### config.mk
export PLATFORM = sky130hd
export DESIGN_NAME = mac_accumulator
export DESIGN_NICKNAME = d
export VERILOG_FILES = /design/src/rtl/mult_pkg.sv /design/src/rtl/mac_accumulator.sv
export SDC_FILE = /design/constraint.sdc
export NUM_CORES = 1
export LEC_CHECK = 0
export BUFFER_PORTS_ARGS = -buffer_cell sky130_fd_sc_hd__buf_4
export CORE_MARGIN = 2
export CORE_UTILIZATION = 62
export CTS_CLUSTER_DIAMETER = 40
export DETAILED_ROUTE_END_ITERATION = 8
export PLACE_DENSITY = 0.9
export SYNTH_ARGS = -nofsm -noshare
export SYNTH_HDL_FRONTEND = slang
export SYNTH_SLANG_ARGS = --single-unit
### constraint.sdc
create_clock -name clk -period 10.1 [get_ports clk]
set_clock_uncertainty 0.1 [all_clocks]
set_input_delay 0.505 -clock clk [delete_from_list [all_inputs] [get_ports clk]]
set_output_delay 0.505 -clock clk [all_outputs]
set_load 0.05 [all_outputs]
### src/rtl/mult_pkg.sv
// Shared parameters and width helpers for the shift-add multiplier and its accumulator.
package mult_pkg;

    localparam int unsigned DATAWIDTH_DEFAULT = 14;
    localparam int unsigned ACC_LEN_DEFAULT   = 4;
    localparam int unsigned COUNT_W           = $clog2(ACC_LEN_DEFAULT) + 1;

    // Width that holds acc_len full-scale products without overflow.
    function automatic int unsigned acc_width(input int unsigned dw, input int unsigned acc_len);
        return 2 * dw + $clog2(acc_len);
    endfunction

    function automatic int unsigned count_width(input int unsigned acc_len);
        return $clog2(acc_len) + 1;
    endfunction

endpackage

### src/rtl/mac_accumulator.sv
// Sums ACC_LEN consecutive product strobes and presents each block sum behind valid/ready.
// Never back-pressures the multiplier; a sum that finds the output slot full is dropped.
module mac_accumulator
    import mult_pkg::*;
#(
    parameter int unsigned DATAWIDTH = DATAWIDTH_DEFAULT,
    parameter int unsigned ACC_LEN   = ACC_LEN_DEFAULT,
    localparam int unsigned ACCWIDTH = acc_width(DATAWIDTH, ACC_LEN),
    localparam int unsigned CW       = count_width(ACC_LEN)
) (
    input  logic                   clk,
    input  logic                   rst,
    input  logic                   prod_valid,
    input  logic [2*DATAWIDTH-1:0] product,
    input  logic                   flush,
    input  logic                   clr_overrun,
    output logic                   acc_valid,
    input  logic                   acc_ready,
    output logic [ACCWIDTH-1:0]    acc_sum,
    output logic [CW-1:0]          acc_count,
    output logic                   overrun
);

    logic [CW-1:0]       count_q, count_d;
    logic [ACCWIDTH-1:0] acc_q, acc_d;
    logic [ACCWIDTH-1:0] sum_q, sum_d;
    logic                valid_q, valid_d;
    logic                overrun_q, overrun_d;

    logic [ACCWIDTH-1:0] prod_ext;
    logic [ACCWIDTH-1:0] next_acc;
    logic                take;
    logic                complete;
    logic                slot_free;

    always_comb begin
        prod_ext  = ACCWIDTH'(product);
        // First product of a block overwrites rather than adds, so no clear cycle is needed.
        next_acc  = ((count_q == '0) ? '0 : acc_q) + prod_ext;
        take      = prod_valid && !flush;
        complete  = take && (count_q == CW'(ACC_LEN - 1));
        slot_free = !valid_q || acc_ready;
    end

    always_comb begin
        count_d   = count_q;
        acc_d     = acc_q;
        sum_d     = sum_q;
        valid_d   = valid_q;
        overrun_d = overrun_q;

        if (flush) begin
            count_d = '0;
        end else if (prod_valid) begin
            acc_d   = next_acc;
            count_d = complete ? '0 : count_q + CW'(1);
        end

        if (valid_q && acc_ready) begin
            valid_d = 1'b0;
        end

        if (clr_overrun) begin
            overrun_d = 1'b0;
        end

        if (complete) begin
            if (slot_free) begin
                sum_d   = next_acc;
                valid_d = 1'b1;
            end else begin
                overrun_d = 1'b1;
            end
        end
    end

    always_ff @(posedge clk) begin
        if (rst) begin
            count_q   <= '0;
            acc_q     <= '0;
            sum_q     <= '0;
            valid_q   <= 1'b0;
            overrun_q <= 1'b0;
        end else begin
            count_q   <= count_d;
            acc_q     <= acc_d;
            sum_q     <= sum_d;
            valid_q   <= valid_d;
            overrun_q <= overrun_d;
        end
    end

    assign acc_valid = valid_q;
    assign acc_sum   = sum_q;
    assign acc_count = count_q;
    assign overrun   = overrun_q;

endmodule
==> results of run 1 <==
## cell type report
type	instances	area, um^2
clock inverter	7	77.6
clock buffer	9	124
sequential	65	1300
timing repair buffer	71	533
tap	80	100
inverter	11	41.3
fill	528	1810
multi-input combinational	445	2770
## cell usage after synthesis (2+ instances only)
library cell and count:
a211o_1 2, a211oi_1 11, a21boi_0 2, a21o_1 11, a21oi_1 62, a22o_1 4, a31oi_1 5, a32o_1 2
a41oi_1 2, and2_1 3, and3b_1 2, buf_1 4, clkbuf_1 19, clkbuf_8 8, dfxtp_1 65, ha_1 31
inv_1 11, mux2i_1 5, nand2_1 93, nand2b_1 7, nand3_1 7, nand3b_1 10, nand4_1 10, nor2_1 42
nor2b_1 32, nor3_1 13, nor4_1 2, o211ai_1 6, o21a_1 5, o21ai_0 23, o21bai_1 2, o311ai_0 4
o31ai_1 3, or4_1 5, xnor2_1 13, xor2_1 8
## cells by family (layout without fill, tap and decap cells)
group	Yosys count	count (layout)	share of synthesized area, %
muxes	5	5	1.16
xor gates and xnor gates	21	21	4.26
buffers and inverters	44	98	5.94
AOI/OAI and AO/OA	154	154	22.9
DFF	65	65	30.1
adders and majority gates	32	32	9.44
and+or+nand+nor	233	233	26.1
## through the flow
step / hold slack (ns) / instances
after floorplan: 0.317 / 554
after global placement: 0.339 / 672
after detailed placement: 0.343 / 672
after CTS: 0.231 / 688
after global routing: 0.240 / 688
final: 0.236 / 688
## metal layers
metal  wire length [um]  vias to the layer above  part of all wire (%)  global-route usage, %
met2               5270                      142                    48                   48.7
met4                298                        0                   2.7                   12.9
met1               4770                     1952                    44                   37.3
li1                   -                     2074                     -                      -
met5                  0                        -                     0                      0
met3                549                       30                   5.0                   6.35
## report_power, final
| part | internal [W] | total, W | switching, W |
|---|---|---|---|
| sequential | 0.000263 | 0.000266 | 0.00000316 |
| combinational | 0.0000319 | 0.0000815 | 0.0000495 |
| clock | 0.000116 | 0.000230 | 0.000114 |
## state kept, by name, indices dropped and copies added (netlist names)
| register | flops |
|---|---|
| acc_count | 3 |
| acc_q | 30 |
| acc_sum | 30 |
| acc_valid | 1 |
| overrun | 1 |
## worst paths after layout
check	from	to	slack (ns)	cells after the start
worst max-delay path	acc_count[0]	acc_sum[26]	5.95	16
worst min-delay path	flush	acc_count[1]	0.24	2
worst max register to register	acc_count[0]	acc_sum[26]	5.95	16
worst min register to register	acc_q[8]	acc_q[8]	0.35	2
==> metrics.txt, run 1 <==
status finished clean; power per cell area 117 nW/um^2; maximum vdd drop 0.000115 V; actual slew at the worst max-slew pin 1.24 ns; first-pass GRT wire length 17900 um; CTS tree yes; Mapped Area 4320 um^2; Diodes inserted 0; CP Cell Sequence inv_1 > ha_1 > nor2b_2 > buf_4 > nor2b_1 > ha_1 > inv_1 > fa_1 > and2b_1 > o2111ai_2 > a2111oi_2 > o21ai_1 > a311oi_2 > nor2_1 > or4_1 > a31oi_1; HPWL Detailed 7620 um; ranking of synthesized cells by area dfxtp_1 30%, ha_1 9.0%, nand2_1 8.1%; Detail Route Antenna Nets 0; Syn Nets 620; nature of the critical path endpoint flop; total design power 0.000577 W; Area growth, synth to finish 14.5%; most frequent cells in the layout 93 x nand2_1, 71 x buf_4, 65 x dfxtp_1; Root Driver clkbuf_8; Max-Cap Viols 0; FMAX 241 MHz; Slew Viols, Final 0; post-CTS setup buffers 0; synth warn 0; Req. time, crit path 10.28 ns; max_slew headroom 17.0%; num ports 69; WP data arrival 4.33 ns; DR WL/cell 15.8 um; port bufs 68; final hold viol count 0; Final Core Density 73.2%; crit-path max FO 31; final net count 669; htree depth 3; Pre-antenna DRT Iters 5; initial antenna violation count 0; drt initial violations 343; Setup WS pre-CTS 5.99 ns; hold crit path type in -> reg; Leak Pwr 2.04 nW; Startpoint Class flop; Synth Area per Inst 7.80 um^2; crit path setup slack, layout 5.95 ns; final period utilization 41.1%; Post-synth EDFFs 0; Hold Buf Count CTS 0; synthesized flop and latch total 65; num rows 30; layout cell share with drive strength beyond 1 15.8%; Die Ht 87.5 um; post-synth cell types 56; unrepaired setup endpoints after global routing false; Finished Cell Area 4940 um^2; Reg clk slew, reported paths 0.08 ns; ys flop type dfxtp_1; Worst path top cell family by delay compound AO/OA/AOI/OAI gates; Post-Route WL 10900 um; Setup Viol. Count Final 0; GPL Wtd Cong 0.892; commonest non-fill, non-tap cell in the layout nand2_1; Clock Sinks 65; async set-or-reset flop fraction in the synthesized netlist 0%; Synth area leader dfxtp_1; Seq/Total Area, Yosys 30.1%; die area 7650 um^2; Worst-Skew Late Latency 0.36 ns; setup_tns 0 ns; GRT Total Usage 29.6%; min Tclk post-route 4.15 ns; pin count of the biggest net entering global routing 76; Clock Path Buffers 2; top-area cell type share of the netlist area 30.1%; GR Overflow Total 0; initial core utilization 63.9%; Mapped Cells 554; total number of vias 4198; core footprint 6760 um^2; CP max stage delay 0.47 ns; vias in the first global route 3904; CTS Buf Count 9; critical path class reg -> reg; # DRC 0; Die Span X 87.5 um; CP max stage cell or4_1; Crit path buffers/inverters 3; post-CTS sizing 0; via density per instance 6.10; dpl cell area 4740 um^2
No activity file was read; power rests on OpenSTA's default activity.
==> inputs of run 2 (changes only) <==
Settings changed: CORE_UTILIZATION 62 to 57, PLACE_DENSITY 0.9 to 0.84.
Clock period 10.1 ns to 4.3 ns, I/O delays scaled along.
==> run 2 against run 1 <==
Final cell count increased by 2.9%. Worst setup slack got worse by 5.6 ns. Via count increased by 0.98%. Critical path depth decreased by 1. Non-clock buffer count increased by 1. First-iteration DRC count decreased by 30%. Core utilization decreased by 4.8 points. Fmax increased by 6.1%. Critical path type unchanged. Critical endpoint unchanged. Largest cell class unchanged.
==> metrics.txt, run 2 (synthesis results as in run 1) <==
status finished clean; Reg clk slew, reported paths 0.09 ns (about the same); Startpoint Class flop; setup_tns 0 ns (unchanged); unrepaired setup endpoints after global routing false; multi-input logic area 2770 um^2 (unchanged); nature of the critical path endpoint flop; Layout Cells excl Fill 708 (+2.9%); # DRC 0 (unchanged); initial core utilization 59.2% (-4.7 points); DR WL/cell 15.6 um (-1.5%); via density per instance 5.99 (-1.9%); FMAX 256 MHz (+6.1%); Setup Viol. Count Final 0 (unchanged); GRT Total Usage 26.2% (-3.4 points); most frequent cells in the layout 93 x nand2_1, 71 x buf_4, 65 x dfxtp_1; Root Driver clkbuf_8; Diodes inserted 0 (unchanged); die area 8290 um^2 (+8.4%); Clock Sinks 65 (unchanged); Slew Viols, Final 0 (unchanged); vias in the first global route 3919 (+0.38%); total number of vias 4239 (+0.98%); fillers 622 (+18%); layout cell share with drive strength beyond 1 15.8% (-0.026 points); Storage cell area 1300 um^2 (unchanged); Post-Route WL 11000 um (+1.4%); commonest non-fill, non-tap cell in the layout nand2_1; hold crit path type in -> reg; CTS Buf Count 9 (unchanged); maximum vdd drop 0.000222 V (+94%); drt initial violations 241 (-30%); dpl cell area 4770 um^2 (+0.50%); CP max stage delay 0.49 ns (+0.02 ns); Worst path top cell family by delay compound AO/OA/AOI/OAI gates; Final Core Density 68.4% (-4.8 points); Detail Route Antenna Nets 0 (unchanged); power per cell area 276 nW/um^2 (+140%); critical path class reg -> reg; htree depth 3 (unchanged); pin count of the biggest net entering global routing 76 (unchanged); Finished Cell Area 4990 um^2 (+0.86%); GR Overflow Total 0 (unchanged); CTS tree yes; Die Span X 91.1 um (+4.1%); num ports 69 (unchanged); total design power 0.00138 W (+140%); initial antenna violation count 0 (unchanged); crit-path max FO 5 (-84%); CP Cell Sequence inv_1 > ha_1 > nor2b_2 > nor2b_1 > ha_1 > inv_1 > fa_1 > and2b_1 > o2111ai_2 > a2111oi_2 > o21ai_1 > a311oi_2 > nor2_1 > or4_1 > a31oi_1; Area growth, synth to finish 15.4%; final hold viol count 0 (unchanged); GPL Wtd Cong 0.906 (+1.5%); min Tclk post-route 3.91 ns (-0.239 ns); Crit path buffers/inverters 2 (-1); final period utilization 91.0% (+50 points); Max-Cap Viols 0 (unchanged); Clock Path Buffers 2 (unchanged); HPWL Detailed 7850 um (+3.1%); Worst-Skew Late Latency 0.35 ns (about the same); Req. time, crit path 4.48 ns (-5.80 ns); WP data arrival 4.09 ns (-0.24 ns); Die Ht 91.1 um (+4.1%); port bufs 68 (unchanged); post-CTS sizing 0 (unchanged); post-CTS setup buffers 0 (unchanged); post-placement cell count 691 (+2.8%); first-pass GRT wire length 17800 um (-0.65%); core footprint 7290 um^2 (+7.9%); Leak Pwr 2.05 nW (+0.42%); final net count 670 (+0.15%); max_slew headroom 18.8% (+1.8 points); CP max stage cell or4_1; actual slew at the worst max-slew pin 1.22 ns (-0.0219 ns); num rows 31 (+3.3%); Pre-antenna DRT Iters 4 (-1)
-- run 2: path summary, 6_finish.rpt --
path	from	cells after the start	to	slack, ns
setup / recovery	acc_count[0]	15	acc_sum[26]	0.39
hold / removal	clr_overrun	4	overrun	0.07
setup reg to reg	acc_count[0]	15	acc_sum[26]	0.39
hold reg to reg	acc_q[25]	2	acc_q[25]	0.35
-- run 2: worst register-to-register path: cells and delay by family (launching register included) --
kind	cells	cell delay [ns]
AOI/OAI and AO/OA	5	1.26
adders and majority gates	3	0.82
buffers and inverters	2	0.13
DFF	1	0.41
and+or+nand+nor	5	1.14
-- run 2: per-layer routing --
layer  up-vias  wire, um  share of wire, %  track usage [%]
met5         -         0                 0                0
met4         0       328               3.0             11.4
met3        27       628               5.7             4.98
met2       155      5400                49             44.4
met1      1983      4680                42             32.4
li1       2074         -                 -                -
-- run 2: area by class of cell --
cell class                 instances  area share, %
multi-input combinational        445           55.5
clock inverter                     6           1.46
clock buffer                      10           2.76
inverter                          11          0.828
sequential                        65           26.1
timing repair buffer              72           10.9
tap                               99           2.48
-- run 2: what timing repair did --
action	4_1_cts	5_1_grt
endpoints found under the hold margin	3	0
endpoints found under the setup margin	0	0
hold buffers	1	0
-- run 2: per-stage QoR --
stage / worst slack (ns) / hold WS [ns]
3_5_place_dp: 0.442 / 0.335
2_1_floorplan: 0.166 / 0.192
3_3_place_gp: 0.569 / 0.328
6_report: 0.388 / 0.0720
5_1_grt: 0.0845 / 0.0820
4_1_cts: 0.426 / 0.0682
-- run 2: power by group --
group          internal (W)  total (W)  switching (W)
clock network      0.000291   0.000561       0.000270
logic             0.0000755   0.000193       0.000117
registers          0.000617   0.000624     0.00000716
total              0.000983    0.00138       0.000395
==> inputs of run 3 (changes only) <==
Settings changed: CORE_UTILIZATION 57 to 45, PLACE_DENSITY 0.84 to 0.7.
==> run 3 against run 2 <==
Combinational power is essentially flat. Sequential power is essentially flat. First-iteration DRC count shrank 20%. Critical path depth is the same. Sequential share of layout area shrank 0.065 points. Core utilization shrank 15 points. Flip-flop and latch count is the same. Worst setup slack gained 0.0060 ns. Highest routed layer unchanged.
==> metrics.txt, run 3 (synthesis results as in run 1) <==
status finished clean; most frequent cells in the layout 93 x nand2_1, 73 x buf_4, 65 x dfxtp_1; GPL Wtd Cong 0.926 (+2.3%); final period utilization 90.8% (-0.14 points); critical path class reg -> reg; Max-Cap Viols 0 (unchanged); FMAX 256 MHz (+0.15%); first-pass GRT wire length 18600 um (+4.3%); Post-Route WL 11000 um (-0.18%); Crit. Startpoint acc_count[0]; port bufs 68 (unchanged); Clock Sinks 65 (unchanged); maximum vdd drop 0.000189 V (-15%); actual slew at the worst max-slew pin 0.702 ns (-0.515 ns); Pre-antenna DRT Iters 7 (+3); GR Overflow Total 0 (unchanged); htree depth 3 (unchanged); unrepaired setup endpoints after global routing false; flop2flop setup slack 0.39 ns (about the same); pin count of the biggest net entering global routing 76 (unchanged); Reg-to-Reg Start acc_count[0]; Reg clk slew, reported paths 0.08 ns (about the same); critical path capture point acc_sum[26]; Root Driver clkbuf_8; Worst-Skew Late Latency 0.35 ns (about the same); total design power 0.00129 W (-6.6%); GRT Total Usage 22.4% (-3.8 points); num ports 69 (unchanged); num rows 35 (+13%); commonest non-fill, non-tap cell in the layout nand2_1; Detail Route Antenna Nets 0 (unchanged); max_slew headroom 53.2% (+34 points); CTS tree yes; vias in the first global route 3941 (+0.56%); Setup Viol. Count Final 0 (unchanged); via density per instance 5.49 (-8.3%); final net count 672 (+0.30%); Leak Pwr 2.04 nW (-0.61%); core footprint 9280 um^2 (+27%); min Tclk post-route 3.91 ns (-0.00599 ns); Clock Path Buffers 2 (unchanged); initial antenna violation count 0 (unchanged); Die Ht 102 um (+12%); WP data arrival 4.08 ns (about the same); Slew Viols, Final 0 (unchanged); R2R Path End acc_sum[26]; CTS Buf Count 9 (unchanged); layout cell share with drive strength beyond 1 16.0% (+0.28 points); HPWL Detailed 8070 um (+2.7%); power per cell area 257 nW/um^2 (-6.8%); DR WL/cell 14.9 um (-4.5%); initial core utilization 46.5% (-13 points); Req. time, crit path 4.48 ns (about the same); Diodes inserted 0 (unchanged); drt initial violations 193 (-20%); final hold viol count 0 (unchanged); post-CTS setup buffers 0 (unchanged); nature of the critical path endpoint flop; die area 10400 um^2 (+25%); r2r worst-path depth 15 (unchanged); hold crit path type in -> reg; setup_tns 0 ns (unchanged); crit-path max FO 5 (unchanged); total number of vias 4064 (-4.1%); Die Span X 102 um (+12%); Area growth, synth to finish 15.7%; Startpoint Class flop; # DRC 0 (unchanged); fillers 908 (+46%)
## run 3: cell types whose count changed in the layout (fill, tap and decap cells not counted), sizes merged
cell / previous run / this run
buf: 71 / 73
bufinv: 1 / 0
clkbuf: 10 / 9
clkinv: 1 / 3
clkinvlp: 1 / 3
inv: 14 / 12
## run 3: per-stage QoR
stage | utilization [%] | area [um^2] | setup WS (ns) | hold slack [ns] | cells
6_report | 53.8 | 5000 | 0.394 | 0.0632 | 740
5_1_grt | 53.8 | 5000 | 0.174 | 0.0895 | 740
4_1_cts | 53.8 | 5000 | 0.412 | 0.0452 | 740
3_5_place_dp | 51.9 | 4820 | 0.434 | 0.331 | 723
3_3_place_gp | 51.9 | 4820 | 0.551 | 0.326 | 723
2_1_floorplan | - | 4320 | 0.166 | 0.192 | 554
## run 3: area by class of cell
| class | count | area, um^2 | share of cell area (%) |
|---|---|---|---|
| well taps | 129 | 161 | 3.23 |
| multi-input cells | 445 | 2770 | 55.3 |
| repair buffers | 74 | 558 | 11.2 |
| flip-flops and latches | 65 | 1300 | 26.0 |
| clock inverters | 7 | 46.3 | 0.926 |
| inverters | 11 | 41.3 | 0.826 |
| clock buffers | 9 | 124 | 2.48 |
## run 3: power by group
part           internal (W)  switching, W
Sequential         0.000617    0.00000677
Combinational     0.0000759      0.000115
Clock              0.000208      0.000265
## run 3: repair_timing
action | in CTS | in global routing
hold buffers | 1 | 0
endpoints found under the hold margin | 3 | 0
endpoints found under the setup margin | 0 | 0
gates resized for setup | 0 | 0
## run 3: critical path, cell delays in order, from the launching register on
cell       delay [ns]
dfxtp_1          0.41
inv_1            0.07
ha_1             0.20
nor2b_2          0.16
nor2b_1          0.12
ha_1             0.20
inv_1            0.07
fa_1             0.40
and2b_1          0.25
o2111ai_2        0.15
a2111oi_2        0.47
o21ai_1          0.16
a311oi_2         0.33
nor2_1           0.12
or4_1            0.47
a31oi_1          0.16
## run 3: how the worst min path moves through the flow
stage	start	slack, ns	to	cells past startpoint
finish	acc_ready	0.06	acc_valid	3
global route	prod_valid	0.09	acc_count[1]	3
CTS	acc_ready	0.05	acc_valid	3
detailed placement	flush	0.33	acc_count[1]	2
global placement	flush	0.33	acc_count[1]	2
floorplan	flush	0.19	acc_count[1]	1
## run 3: metal layers
layer | GRT usage (%) | up-vias | wire [um]
li1 | - | 2078 | -
met1 | 28.9 | 1887 | 5070
met2 | 37.9 | 83 | 5220
met3 | 3.42 | 16 | 482
met4 | 8.41 | 0 | 245
met5 | 0 | - | 0
